===== src/rtl/serial_add_ctrl_pkg.sv =====
// Shared types and limits for the bit-serial adder sequencer.
package serial_add_ctrl_pkg;

  typedef enum logic [1:0] {
    ST_IDLE  = 2'd0,
    ST_SHIFT = 2'd1,
    ST_DONE  = 2'd2
  } state_t;

  localparam int unsigned WIDTH_MIN = 2;
  localparam int unsigned WIDTH_MAX = 32;

  function automatic bit width_ok(input int unsigned w);
    return (w >= WIDTH_MIN) && (w <= WIDTH_MAX);
  endfunction

endpackage


===== src/rtl/half_adder.sv =====
// Basic half adder cell: s = a ^ b, c = a & b.
module half_adder (
  input  logic a,
  input  logic b,
  output logic s,
  output logic c
);

  assign s = a ^ b;
  assign c = a & b;

endmodule


===== src/rtl/serial_fa_slice.sv =====
// 1-bit full adder built from two half_adder cells; purely combinational.
module serial_fa_slice (
  input  logic a,
  input  logic b,
  input  logic ci,
  output logic s,
  output logic co
);

  logic s1, c1, c2;

  half_adder u_ha0 (
    .a (a),
    .b (b),
    .s (s1),
    .c (c1)
  );

  half_adder u_ha1 (
    .a (s1),
    .b (ci),
    .s (s),
    .c (c2)
  );

  assign co = c1 | c2;

endmodule


===== src/rtl/serial_add_ctrl.sv =====
// Bit-serial WIDTH-bit adder: latches operands on start, adds one bit pair per clock LSB first.
module serial_add_ctrl
  import serial_add_ctrl_pkg::*;
#(
  parameter int unsigned WIDTH = 8
) (
  input  logic             clk,
  input  logic             rst_n,
  input  logic             start,
  input  logic [WIDTH-1:0] a,
  input  logic [WIDTH-1:0] b,
  input  logic             cin,
  output logic             busy,
  output logic             done,
  output logic [WIDTH-1:0] sum,
  output logic             cout
);

  localparam int unsigned     CNT_W    = $clog2(WIDTH);
  localparam logic [CNT_W-1:0] CNT_LAST = CNT_W'(WIDTH - 1);

  generate
    if (!width_ok(WIDTH)) begin : g_width_chk
      $error("serial_add_ctrl: WIDTH out of range 2..32");
    end
  endgenerate

  state_t           state, state_nxt;
  logic             load;
  logic             last;
  logic [WIDTH-1:0] op_a, op_b;
  logic             carry;
  logic [CNT_W-1:0] cnt;
  logic             fa_s, fa_c;

  serial_fa_slice u_fa (
    .a  (op_a[0]),
    .b  (op_b[0]),
    .ci (carry),
    .s  (fa_s),
    .co (fa_c)
  );

  assign last = (cnt == CNT_LAST);
  assign busy = (state == ST_SHIFT);
  assign done = (state == ST_DONE);

  always_ff @(posedge clk or negedge rst_n) begin
    if (!rst_n) state <= ST_IDLE;
    else        state <= state_nxt;
  end

  always_comb begin
    state_nxt = state;
    load      = 1'b0;
    case (state)
      ST_IDLE: begin
        if (start) begin
          state_nxt = ST_SHIFT;
          load      = 1'b1;
        end
      end
      ST_SHIFT: begin
        if (last) state_nxt = ST_DONE;
      end
      ST_DONE: begin
        if (start) begin
          state_nxt = ST_SHIFT;
          load      = 1'b1;
        end else begin
          state_nxt = ST_IDLE;
        end
      end
      default: state_nxt = ST_IDLE;
    endcase
  end

  // Counter holds at CNT_LAST on the final shift instead of wrapping; the next load clears it.
  always_ff @(posedge clk or negedge rst_n) begin
    if (!rst_n) begin
      op_a  <= '0;
      op_b  <= '0;
      carry <= 1'b0;
      cnt   <= '0;
      sum   <= '0;
      cout  <= 1'b0;
    end else if (load) begin
      op_a  <= a;
      op_b  <= b;
      carry <= cin;
      cnt   <= '0;
      sum   <= '0;
      cout  <= 1'b0;
    end else if (state == ST_SHIFT) begin
      sum   <= {fa_s, sum[WIDTH-1:1]};
      carry <= fa_c;
      op_a  <= op_a >> 1;
      op_b  <= op_b >> 1;
      if (last) cout <= fa_c;
      else      cnt  <= cnt + 1'b1;
    end
  end

endmodule

===== config.mk =====
export PLATFORM = sky130hd
export DESIGN_NAME = serial_add_ctrl
export DESIGN_NICKNAME = d
export VERILOG_FILES = /design/src/rtl/serial_add_ctrl_pkg.sv /design/src/rtl/half_adder.sv /design/src/rtl/serial_fa_slice.sv /design/src/rtl/serial_add_ctrl.sv
export SDC_FILE = /design/constraint.sdc
export NUM_CORES = 1
export LEC_CHECK = 0
export ABC_AREA = 0
export BUFFER_PORTS_ARGS = -buffer_cell sky130_fd_sc_hd__buf_2
export CAP_MARGIN = 20
export CELL_PAD_IN_SITES_DETAIL_PLACEMENT = 0
export CELL_PAD_IN_SITES_GLOBAL_PLACEMENT = 1
export CORE_MARGIN = 8
export CORE_UTILIZATION = 30
export DETAILED_ROUTE_END_ITERATION = 7
export MAX_ROUTING_LAYER = met4
export PLACE_DENSITY_LB_ADDON = 0.1
export RECOVER_POWER = 25
export SYNTH_ARGS = -nofsm -noshare
export SYNTH_HDL_FRONTEND = slang
export SYNTH_SLANG_ARGS = --single-unit
export TNS_END_PERCENT = 1

===== constraint.sdc =====
create_clock -name clk -period 4.5 [get_ports clk]
set_input_delay 0.9 -clock clk [delete_from_list [all_inputs] [get_ports clk]]
set_output_delay 0.9 -clock clk [all_outputs]
set_load 0.005 [all_outputs]

==> impl_metrics.tcl <==
set metrics [dict create \
    grt_max_degree 32 \
    numPortBuffers 30 \
    syn_to_final_growth_pct 16.8 \
    critical_path_source "state[0]$_DFFE_PN0P_" \
    path_clk_slew_ps 70 \
    final.period_utilization_pct 54.2 \
    gp_congestion 0.737 \
    overflow 0 \
    worst_r2r_path_depth 3 \
    initial_standard_cell_utilization_of_the_core_pct 30.6 \
    clk_latency_ps 280 \
    cts.hold.buffers_added 0 \
    ant_nets 0 \
    post_cts.repair.setup_buffers 0 \
    worstReg2RegStart "state[0]$_DFFE_PN0P_" \
    final-max-slew-violation-count 32 \
    total_power_divided_by_cell_area_mw_per_mm2 696 \
    outcome "finished with violations" \
    critical_path.endpoint_type "primary output" \
    postSynthCellCount 131 \
    resized_cells_post_cts 0 \
    syn-cell-area_mm2 0.00154 \
    final_net_count 183 \
    crit_path_top_delay_cell "dfrtp_1" \
    timing.final.setup_violations 0 \
    cts_sinks 31 \
    route.detailed.vias_per_inst 4.51 \
    first_global_vias 1105 \
    floorplan.io_pins 31 \
    placementRows 26 \
    setup_tns_ps 0 \
    dp_hpwl_um 2300 \
    drtIter0Drc 34 \
    synth-seq-area-share_pct 50.2 \
    worstSetupPathType "register to primary output" \
    cts-htree-levels 2 \
    detail_route.drc_violations 0 \
    crit_cells 3 \
    layout-drive-gt1-share_pct 38.5 \
    die_h_um 87.7 \
    clock_tree.root_cell "clkbuf_8" \
    cpLargestDelayFamily "flip-flops" \
    worst_case_clock_skew_ps 5.56 \
    cts_made_buffers 5 \
    route.final.wire_length_um 3340 \
    dpl.cell_count 223 \
    failing_checks "capacitance limit, slew limit" \
    cp-endpoint "busy" \
    setup.reg_to_reg.worst_slack_ps 2710 \
    post_synth_num_cell_types 30 \
    global_route_wire_length_before_repair_um 5800 \
    yosysWarnings 0 \
    path_cells "nand2b_4, inv_2, buf_2" \
    element_type_at_the_critical_path_start "register" \
    firstDrtPassIters 4 \
    rsz0062_at_grt "false" \
    post_synth.cell_area_avg_um2 11.8 \
    crit_path_max_incr_delay_ps 680 \
    yosys_register_bits 31 \
    slew_hr_pct -16.9 \
    total_power_mw 1.25 \
    maxCapViolations 1 \
    path_max_fanout 14 \
    vias 1042 \
    clock_tree_from_tritoncts "yes" \
    hold_viol_final 0 \
    cp_data_required_time_ps 3600 \
    grt_resource_usage_total_pct 10.1 \
    vdd_ir_drop_max_mv 0.217 \
    final_cells 231 \
    path_buf_inv 2 \
    reg2reg_to "op_a[5]$_DFFE_PN0P_" \
    wl_per_cell_um 14.5 \
    arrival_ps 1540 \
    num_antenna_cells 0 \
    hold_path.class "register to register" \
    tightest_slew_ps 1750 \
    p_leak_nw 0.882 \
    max_freq_mhz 410 \
    die_width_um 87.7 \
    initial_antenna_violation_count 0 \
    clk_path_buf_depth 2 \
    die-area_mm2 0.00770 \
    coreArea_mm2 0.00504 \
    finalCriticalPeriod_ps 2440 \
    hold_crit_start "op_a[7]$_DFFE_PN0P_" \
    mappedNetlistNets 154 \
]
[cell type report]
type,instances,area [um^2]
Inverter,18,67.6
Clock inverter,3,43.8
Fill cell,515,3240
Clock buffer,5,68.8
Sequential cell,31,776
Multi-Input combinational cell,74,611
Timing Repair Buffer,30,149
Tap cell,70,87.6
[metrics by stage]
stage | cell area, um^2 | hold slack [ps] | utilization, % | setup WS [ps]
2_1_floorplan | 1540 | 466 | - | 2840
3_3_place_gp | 1690 | 496 | 33.5 | 2230
3_5_place_dp | 1690 | 505 | 33.5 | 2180
4_1_cts | 1800 | 521 | 35.8 | 2040
5_1_grt | 1800 | 545 | 35.8 | 1920
6_report | 1800 | 511 | 35.8 | 2060
[cell usage in the layout (no fill, tap or decap), types with 2 or more instances in the layout]
master    count
a21oi_1       6
o211a_1       3
o21ai_0       2
o22ai_1       4
nor2b_1       2
clkbuf_8      5
mux2i_1       4
a22o_1        8
o22ai_2       9
nand2_1       9
inv_1        17
buf_2        29
ha_1          2
a21oi_2      10
dfrtp_1      31
[worst min path at each step]
stage / cells past startpoint / slack, ps / endpoint
floorplan: 1 / 470 / op_a[7]$_DFFE_PN0P_
global placement: 1 / 500 / op_a[7]$_DFFE_PN0P_
detailed placement: 1 / 500 / op_a[7]$_DFFE_PN0P_
CTS: 2 / 520 / op_a[5]$_DFFE_PN0P_
global route: 2 / 540 / op_a[6]$_DFFE_PN0P_
finish: 1 / 510 / op_a[7]$_DFFE_PN0P_
[logic make-up (layout without fill, tap and decap cells)]
kind of cell | Yosys count | in the layout | share of synthesized area [%]
adders and majority gates | 3 | 3 | 2.92
and+or+nand+nor | 19 | 19 | 7.21
AOI/OAI and AO/OA | 47 | 47 | 26.1
DFF | 31 | 31 | 50.2
buffers and inverters | 26 | 56 | 10.2
muxes | 5 | 5 | 3.32
[Yosys cell counts]
| master | count | area (um^2) |
|---|---|---|
| o22ai_1 | 4 | 25.0 |
| nand3_1 | 1 | 5.00 |
| nand2b_2 | 1 | 8.76 |
| o22ai_2 | 9 | 113 |
| a21oi_1 | 6 | 30.0 |
| nand2b_4 | 1 | 13.8 |
| nor3b_1 | 1 | 7.51 |
| inv_2 | 1 | 3.75 |
| nor2b_1 | 2 | 12.5 |
| buf_6 | 8 | 90.1 |
| a21o_1 | 1 | 7.51 |
| ha_1 | 2 | 25.0 |
| o21ai_0 | 2 | 10.0 |
| mux2i_1 | 4 | 40.0 |
| dfrtp_1 | 31 | 776 |
| or2_1 | 1 | 6.26 |
| o211a_1 | 3 | 30.0 |
| nand2_1 | 9 | 33.8 |
| o2bb2ai_1 | 1 | 8.76 |
| inv_1 | 17 | 63.8 |
| fa_1 | 1 | 20.0 |
| nor2_4 | 1 | 11.3 |
| a22o_1 | 8 | 70.1 |
| a21oi_2 | 10 | 87.6 |
| and2_1 | 1 | 6.26 |
| mux2_2 | 1 | 11.3 |
| o21ai_2 | 1 | 8.76 |
| o21ai_1 | 1 | 5.00 |
| o211ai_1 | 1 | 7.51 |
| nand2b_1 | 1 | 6.26 |
[worst reg2reg max path: cells and delay by family (launching register included)]
kind            cells  cell delay, ps
compound gates      2             850
flops               1             580
simple gates        1             220
[flip-flops by register name (all words and copies together), names as in the netlist]
register,count
carry,1
cnt,3
cout,1
op_a,8
op_b,8
state,2
sum,8
[layer usage]
| layer | vias up | wire length, um | track usage [%] | share of wire [%] |
|---|---|---|---|---|
| li1 | 512 | - | - | - |
| met1 | 505 | 1630 | 12.8 | 49 |
| met2 | 23 | 1500 | 14.6 | 45 |
| met3 | 2 | 193 | 3.38 | 5.8 |
| met4 | 0 | 21 | 3.75 | 0.63 |
| met5 | - | 0 | - | 0 |
[where the power goes]
group | internal, mW | leakage (nW) | switching (mW)
clock | 0.165 | 0.0581 | 0.109
combinational | 0.227 | 0.447 | 0.251
sequential | 0.404 | 0.377 | 0.0988
No activity file was read; power rests on OpenSTA's default activity.
